`src/rtl/enc_one_hot_seq.sv`:
```
// enc_one_hot_seq
// Sequential vector-to-pointer encoder. A captured multi-hot request vector is
// drained as a stream of binary indices, lowest set bit first, one index per
// ptr_valid/ptr_ready handshake. ptr_last marks the final index of a vector.
// All outputs come from registers, so no input reaches an output
// combinationally.
// The parameters are legal only when DEC_BIT_WIDTH <= 2**PTR_BIT_WIDTH.

module enc_one_hot_seq #(
  parameter int PTR_BIT_WIDTH = 3,
  parameter int DEC_BIT_WIDTH = 8
) (
  input  logic                     clk,
  input  logic                     rst_n,
  input  logic [DEC_BIT_WIDTH-1:0] d,
  input  logic                     d_valid,
  output logic                     d_ready,
  output logic [PTR_BIT_WIDTH-1:0] ptr,
  output logic                     ptr_valid,
  input  logic                     ptr_ready,
  output logic                     ptr_last
);

  typedef enum logic [0:0] {
    IDLE = 1'b0,
    BUSY = 1'b1
  } state_t;

  state_t                   state_r;
  logic [DEC_BIT_WIDTH-1:0] pending_r;

  logic [DEC_BIT_WIDTH-1:0] rem_s;
  logic [PTR_BIT_WIDTH-1:0] cap_ptr_s;
  logic                     cap_last_s;
  logic [PTR_BIT_WIDTH-1:0] nxt_ptr_s;
  logic                     nxt_last_s;
  logic                     rem_empty_s;
  logic                     d_zero_s;

  // Index of the lowest set bit. The scan runs downward, so the lowest set
  // bit is the last one written. An all-zero vector gives index 0.
  function automatic logic [PTR_BIT_WIDTH-1:0] lowest_idx(
    input logic [DEC_BIT_WIDTH-1:0] v
  );
    logic [PTR_BIT_WIDTH-1:0] idx;
    idx = {PTR_BIT_WIDTH{1'b0}};
    for (int i = DEC_BIT_WIDTH - 1; i >= 0; i--) begin
      if (v[i]) begin
        idx = PTR_BIT_WIDTH'(i);
      end else begin
        idx = idx;
      end
    end
    return idx;
  endfunction

  // True when exactly one bit of the vector is set.
  function automatic logic single_bit(input logic [DEC_BIT_WIDTH-1:0] v);
    logic [DEC_BIT_WIDTH-1:0] dec;
    dec = v - DEC_BIT_WIDTH'(1);
    return (v != {DEC_BIT_WIDTH{1'b0}}) && ((v & dec) == {DEC_BIT_WIDTH{1'b0}});
  endfunction

  // Compute the capture values for a new vector and the follow-on values once
  // the current pointer has been consumed.
  always_comb begin
    rem_s = pending_r;
    for (int i = 0; i < DEC_BIT_WIDTH; i++) begin
      if (PTR_BIT_WIDTH'(i) == ptr) begin
        rem_s[i] = 1'b0;
      end else begin
        rem_s[i] = pending_r[i];
      end
    end
    cap_ptr_s   = lowest_idx(d);
    cap_last_s  = single_bit(d);
    nxt_ptr_s   = lowest_idx(rem_s);
    nxt_last_s  = single_bit(rem_s);
    rem_empty_s = (rem_s == {DEC_BIT_WIDTH{1'b0}});
    d_zero_s    = (d == {DEC_BIT_WIDTH{1'b0}});
  end

  // Control FSM with registered handshake and pointer outputs.
  always_ff @(posedge clk) begin
    if (!rst_n) begin
      state_r   <= IDLE;
      pending_r <= {DEC_BIT_WIDTH{1'b0}};
      d_ready   <= 1'b1;
      ptr       <= {PTR_BIT_WIDTH{1'b0}};
      ptr_valid <= 1'b0;
      ptr_last  <= 1'b0;
    end else begin
      case (state_r)
        IDLE: begin
          // A zero vector is accepted and dropped; nothing is emitted.
          if (d_valid && !d_zero_s) begin
            state_r   <= BUSY;
            pending_r <= d;
            d_ready   <= 1'b0;
            ptr       <= cap_ptr_s;
            ptr_valid <= 1'b1;
            ptr_last  <= cap_last_s;
          end
        end
        BUSY: begin
          // Outputs hold for as long as the consumer applies backpressure.
          if (ptr_ready) begin
            if (!rem_empty_s) begin
              pending_r <= rem_s;
              ptr       <= nxt_ptr_s;
              ptr_last  <= nxt_last_s;
            end else begin
              state_r   <= IDLE;
              pending_r <= {DEC_BIT_WIDTH{1'b0}};
              d_ready   <= 1'b1;
              ptr       <= {PTR_BIT_WIDTH{1'b0}};
              ptr_valid <= 1'b0;
              ptr_last  <= 1'b0;
            end
          end
        end
        default: begin
          state_r   <= IDLE;
          pending_r <= {DEC_BIT_WIDTH{1'b0}};
          d_ready   <= 1'b1;
          ptr       <= {PTR_BIT_WIDTH{1'b0}};
          ptr_valid <= 1'b0;
          ptr_last  <= 1'b0;
        end
      endcase
    end
  end

endmodule

```
`config.mk`:
```
export PLATFORM = sky130hd
export DESIGN_NAME = enc_one_hot_seq
export DESIGN_NICKNAME = d
export VERILOG_FILES = /design/src/rtl/enc_one_hot_seq.sv
export SDC_FILE = /design/constraint.sdc
export NUM_CORES = 1
export LEC_CHECK = 0
export ABC_AREA = 1
export BUFFER_PORTS_ARGS = -buffer_cell sky130_fd_sc_hd__buf_2
export CAP_MARGIN = 10
export CORE_MARGIN = 2
export CORE_UTILIZATION = 55
export CTS_CLUSTER_DIAMETER = 60
export DETAILED_ROUTE_END_ITERATION = 10
export PLACE_DENSITY = 0.78
export SYNTH_ARGS = -nofsm -noshare
export SYNTH_HDL_FRONTEND = slang
export SYNTH_SLANG_ARGS = --single-unit
export TNS_END_PERCENT = 30
```
`constraint.sdc`:
```
create_clock -name clk -period 3 [get_ports clk]
set_clock_uncertainty 0.15 [all_clocks]
set_input_delay 0.6 -clock clk [delete_from_list [all_inputs] [get_ports clk]]
set_output_delay 0.6 -clock clk [all_outputs]
set_load 0.01 [all_outputs]
```
Word-level counts from Yosys, hierarchy flattened
Cells that the tools add are included.
- register bits after elaboration: 15
- word-level logic and storage cells: 82
- add/subtract/negate cells: 2
- eq/ne operators: 10
- mux-type cells: 48
- bitwise gates (word level): 3
- reduce and logical (&&, ||, !) cells: 13
- operators by type and width (operator ; number):
    $mux W3 ; 19
    $logic_not A8 Y1 ; 4
    $mux W8 ; 3
    $mux W1 ; 20
    $and A8 B8 Y8 ; 2
    $pmux W8 S2 ; 1
    $reduce_bool A8 Y1 ; 2
    $sub A8 B1 Y8 const B ; 2
    $eq A3 B3 Y1 const A ; 4
    $pmux W1 S2 ; 4
    $eq A2 B3 Y1 const A ; 2
    $pmux W3 S2 ; 1
    $ne A2 B2 Y1 const B ; 2
    $eq A1 B3 Y1 const A ; 1
    $logic_and A1 B1 Y1 ; 3
    $logic_not A3 Y1 ; 1
    $reduce_and A3 Y1 ; 1
    $ne A2 B1 Y1 const B ; 1
    $reduce_and A2 Y1 ; 1
    $logic_not A1 Y1 ; 1
    $not A1 Y1 ; 1

Logic depth before layout (Yosys ltp)
- depth in word-level cells: 13
- gate-level depth with buffers: 11
- mapped depth without buffers: 11

Least setup slack after synthesis
No wires, ideal clock.
- path type: input port to flip-flop
- start: input port d[6]
- end: register pending_r[1]
- library setup time: 122 ps
- data arrival time: 1457 ps
- data required time: 2728 ps
- slack: 1271 ps
- stages on the path: 8
- path buffers: 1
- path through: or2_1 nor2_2 nand2_2 nand3_2 nand2_2 buf_6 o21ai_1 a31oi_1
- cells in the longest elaborated chain, start to end: 5
- ends and longest elaborated chain (what ; line ; RTL):
    start, declared ; 15 ; input logic [DEC_BIT_WIDTH-1:0] d,
    $logic_not A8 Y1 ; 80 ; d_zero_s = (d == {DEC_BIT_WIDTH{1'b0}});
    $logic_not A1 Y1 ; 96 ; if (d_valid && !d_zero_s) begin
    $logic_and A1 B1 Y1 ; 96 ;
    $ne A2 B2 Y1 (no source line) ; n/a ;
    $reduce_and A2 Y1 (no source line) ; n/a ;
    end signal, assigned ; 87 ; pending_r <= {DEC_BIT_WIDTH{1'b0}};
    end signal, assigned ; 109 ; pending_r <= rem_s;
    end signal, assigned ; 114 ; pending_r <= {DEC_BIT_WIDTH{1'b0}};
    end, declared ; 30 ; logic [DEC_BIT_WIDTH-1:0] pending_r;
No other way between the ends.
A chain may end at the register's enable or synchronous reset.

Worst setup path in the final report
- start: register state_r
- end: register ptr[1]
- cells in the longest elaborated chain, start to end: 3
- ends and longest elaborated chain (what ; line ; RTL):
    start, declared ; 29 ; state_t state_r;
    start signal, assigned ; 86 ; state_r <= IDLE;
    start signal, assigned ; 97 ; state_r <= BUSY;
    start signal, assigned ; 113 ; state_r <= IDLE;
    $not A1 Y1 ; n/a ;
    $ne A2 B2 Y1 (no source line) ; n/a ;
    $reduce_and A2 Y1 (no source line) ; n/a ;
    end signal, assigned ; 89 ; ptr <= {PTR_BIT_WIDTH{1'b0}};
    end signal, assigned ; 100 ; ptr <= cap_ptr_s;
    end signal, assigned ; 110 ; ptr <= nxt_ptr_s;
    end, declared ; 18 ; output logic [PTR_BIT_WIDTH-1:0] ptr,
Parallel ways exist; a longest one is shown, timed or not.

==> summary.md <==
| Metric | Value |
|---|---|
| Largest family of logic cells by synthesized area | simple AND/OR/NAND/NOR gates |
| Sequential-to-total area share from yosys stat | 27.8% |
| Sw power | 0.218 mW |
| Syn nets | 187 |
| Synth cell types | 27 |
| Part of the power in registers | 44.2% |
| # diodes | 0 |
| Final setup violation count | 0 |
| Crit path capture type | flip-flop |
| Synth top area share | 27.8% |
| Fmax | 536 MHz |
| PD cells | 467 mW/mm2 |
| Fillers | 192 |
| YS warnings | 0 |
| Tcrit/Tclk final | 62.2% |
| Chip width | 48.3 um |
| WL final | 2.61 mm |
| Cell taking the most area after synthesis | dfxtp_1 |
| Nets | 204 |
| Leak pwr | 0.605 nW |
| Critical Path AT | 1.94 ns |
| Worst reg2reg path depth | 6 |
| Core area | 0.00190 mm2 |
| Vias | 1168 |
| Slew Viols, Final | 0 |
| Global route overflow | 0 |
| Final hold violation count | 0 |
| Largest net degree at the start of global routing | 24 |
| Compound-Gate Fraction of Synth Area | 23.0% |
| CTS resizes | 0 |
| Via/cell ratio | 5.36 |
| Area grow syn2layout | 10.4% |
| Setup CP Type | reg2reg |
| Clock root buffer | clkbuf_4 |
| All-Layer GR Usage | 24.4% |
| Setup TNS | 0 ns |
| Top post-synthesis cells by area | dfxtp_1, nand2_1, inv_1 |
| Comb pwr share | 34.6% |
| Setup bufs post-CTS | 0 |
| Crit start category | flip-flop |
| DRT iter0 DRCs | 29 |
| Layout Cells excl Fill | 218 |
| Post-DRT Antenna Nets | 0 |
| Die height | 48.3 um |
| Outcome | finished clean |
| I/O pin cnt | 18 |
| Register Area | 300 um2 |
| Setup slack after layout | 1.13 ns |
| Peak supply drop | 0.412 mV |
| Int Pwr | 0.339 mW |
| Number of global-route vias before repair | 1110 |
| Post-synthesis simple-gate area fraction | 38.4% |
| Max-slew headroom | 61.9% |
| Drt wl/cell | 12.0 um |
| First-pass GRT wire length | 4.63 mm |
| Setup Slack @ Placement | 0.895 ns |
| Crit-path max FO | 23 |
| # clock sinks | 15 |
| RSZ-0062 raised after global routing | no |
| DRT Pass-1 Iters | 4 |
| Initial antenna violation count | 0 |
| Period minus WS final | 1.87 ns |
| Row count | 16 |
| #FFs+latches synth | 15 |
| Clk pwr share | 21.2% |
| Max-Cap Viols | 0 |
| Layout cells sized above 1 | 21.5% |
| Multi-input logic area | 664 um2 |
| H-tree depth | 1 |
| Clock-pin slew on the worst setup and hold paths | 0.10 ns |
| Hold Crit Class | reg2reg |
| Starting density of the core | 56.8% |
| Final GP Congestion | 0.886 |
| Adder-cell share of the synthesized area | 0% |
| DR DRC count | 0 |
| PortBufs | 17 |
| Inst Count DP | 214 |
| Xor/xnor cell area share of the yosys netlist | 0% |
| CTS Buf Count | 3 |
| Worst EP required | 3.07 ns |
| Die ar. | 0.00234 mm2 |
| Slew @ Worst Pin | 0.570 ns |
| Hold path cells | 2 |
| Sw frac | 39.1% |
| Hold_buf cts | 0 |
| Mux contribution to synthesized area | 0% |
| Dpl hpwl | 2.10 mm |
| Worst skew pair latency | 0.29 ns |
| TritonCTS clock tree | done |
| Synth Area per Inst | 6.18 um2 |
| Max Root-Sink Buffers | 2 |
| WHS | 0.326 ns |
| Synthesized netlist cell count | 175 |
| Mapped cell area | 0.00108 mm2 |
-- cell type report --
class | count | share of cell area, %
Multi-Input combinational cell | 133 | 55.7
Clock buffer | 3 | 1.89
Inverter | 22 | 6.92
Timing Repair Buffer | 17 | 7.13
Sequential cell | 15 | 25.2
Tap cell | 27 | 2.83
Clock inverter | 1 | 0.419
-- power groups by stage --
stage | sequential (mW) | combinational [mW] | clock [mW]
CTS | 0.245 | 0.193 | 0.120
detailed placement | 0.250 | 0.192 | 0
global placement | 0.249 | 0.185 | 0
finish | 0.246 | 0.193 | 0.118
floorplan | 0.246 | 0.148 | 0
global route | 0.249 | 0.220 | 0.124
-- metrics by stage --
step | instance area, um2 | utilization, % | total power [mW]
detailed placement | 1170 | 61.3 | 0.442
global route | 1190 | 62.8 | 0.594
CTS | 1190 | 62.8 | 0.558
global placement | 1170 | 61.3 | 0.434
floorplan | 1080 | - | 0.394
finish | 1190 | 62.8 | 0.557
-- synth_stat cells (all sizes together) --
master,number
o22ai,2
a21o,1
buf,2
or2,2
nor3,1
clkbuf,3
inv,22
a21oi,9
nand4,1
o21bai,1
o21ai,20
o211ai,3
nand3b,1
nand3,13
nand2,54
dfxtp,15
a31oi,8
nor2,17
-- layout by cell type, fill, tap and decap left out --
cell type and count:
o21ai_0 6, nor2_1 13, clkinv_2 1, nor2_2 3, nand2_2 8, o21ai_1 13
or2_1 1, nand3b_1 1, a21oi_1 9, a31oi_1 8, o21bai_1 1, or2_2 1
nand2_4 1, o21ai_2 1, nor3_1 1, clkbuf_4 3, o211ai_1 3, nand2_1 45
inv_2 3, inv_1 19, a21o_1 1, o22ai_1 2, dfxtp_1 15, nand4_1 1
nand3_1 11, buf_2 17, nand3_2 2, nor2_4 1
-- worst max-delay path, stage by stage (launching register included) --
cell	delay, ns
dfxtp_1	0.69
inv_2	0.20
nand3_2	0.15
nand2_2	0.24
inv_1	0.16
nor2_1	0.06
a21oi_1	0.13
-- state kept, by name, indices dropped and copies added (netlist names) --
signal	count
pending_r	8
ptr	3
d_ready	1
ptr_last	1
ptr_valid	1
state_r	1
-- path summary, 6_finish.rpt --
path	slack (ns)	startpoint	endpoint
max	1.13	state_r$_SDFF_PN0_	ptr[1]$_SDFFE_PN0P_
min	0.33	ptr_valid$_SDFFE_PN0P_	ptr_valid$_SDFFE_PN0P_
max reg2reg	1.13	state_r$_SDFF_PN0_	ptr[1]$_SDFFE_PN0P_
min reg2reg	0.33	ptr_valid$_SDFFE_PN0P_	ptr_valid$_SDFFE_PN0P_
-- metal layers --
metal	global-route usage [%]	up-vias	part of all wire, %
met1	30.5	530	47
met4	7.14	0	1.2
met2	44.7	20	49
met3	1.85	5	2.6
met5	0	-	0
li1	-	613	-
-- logic make-up after synthesis --
group                  Yosys count
buffers and inverters           27
and+or+nand+nor                 89
DFF                             15
AOI/OAI and AO/OA               44
Power figures use the tool's default switching activity.
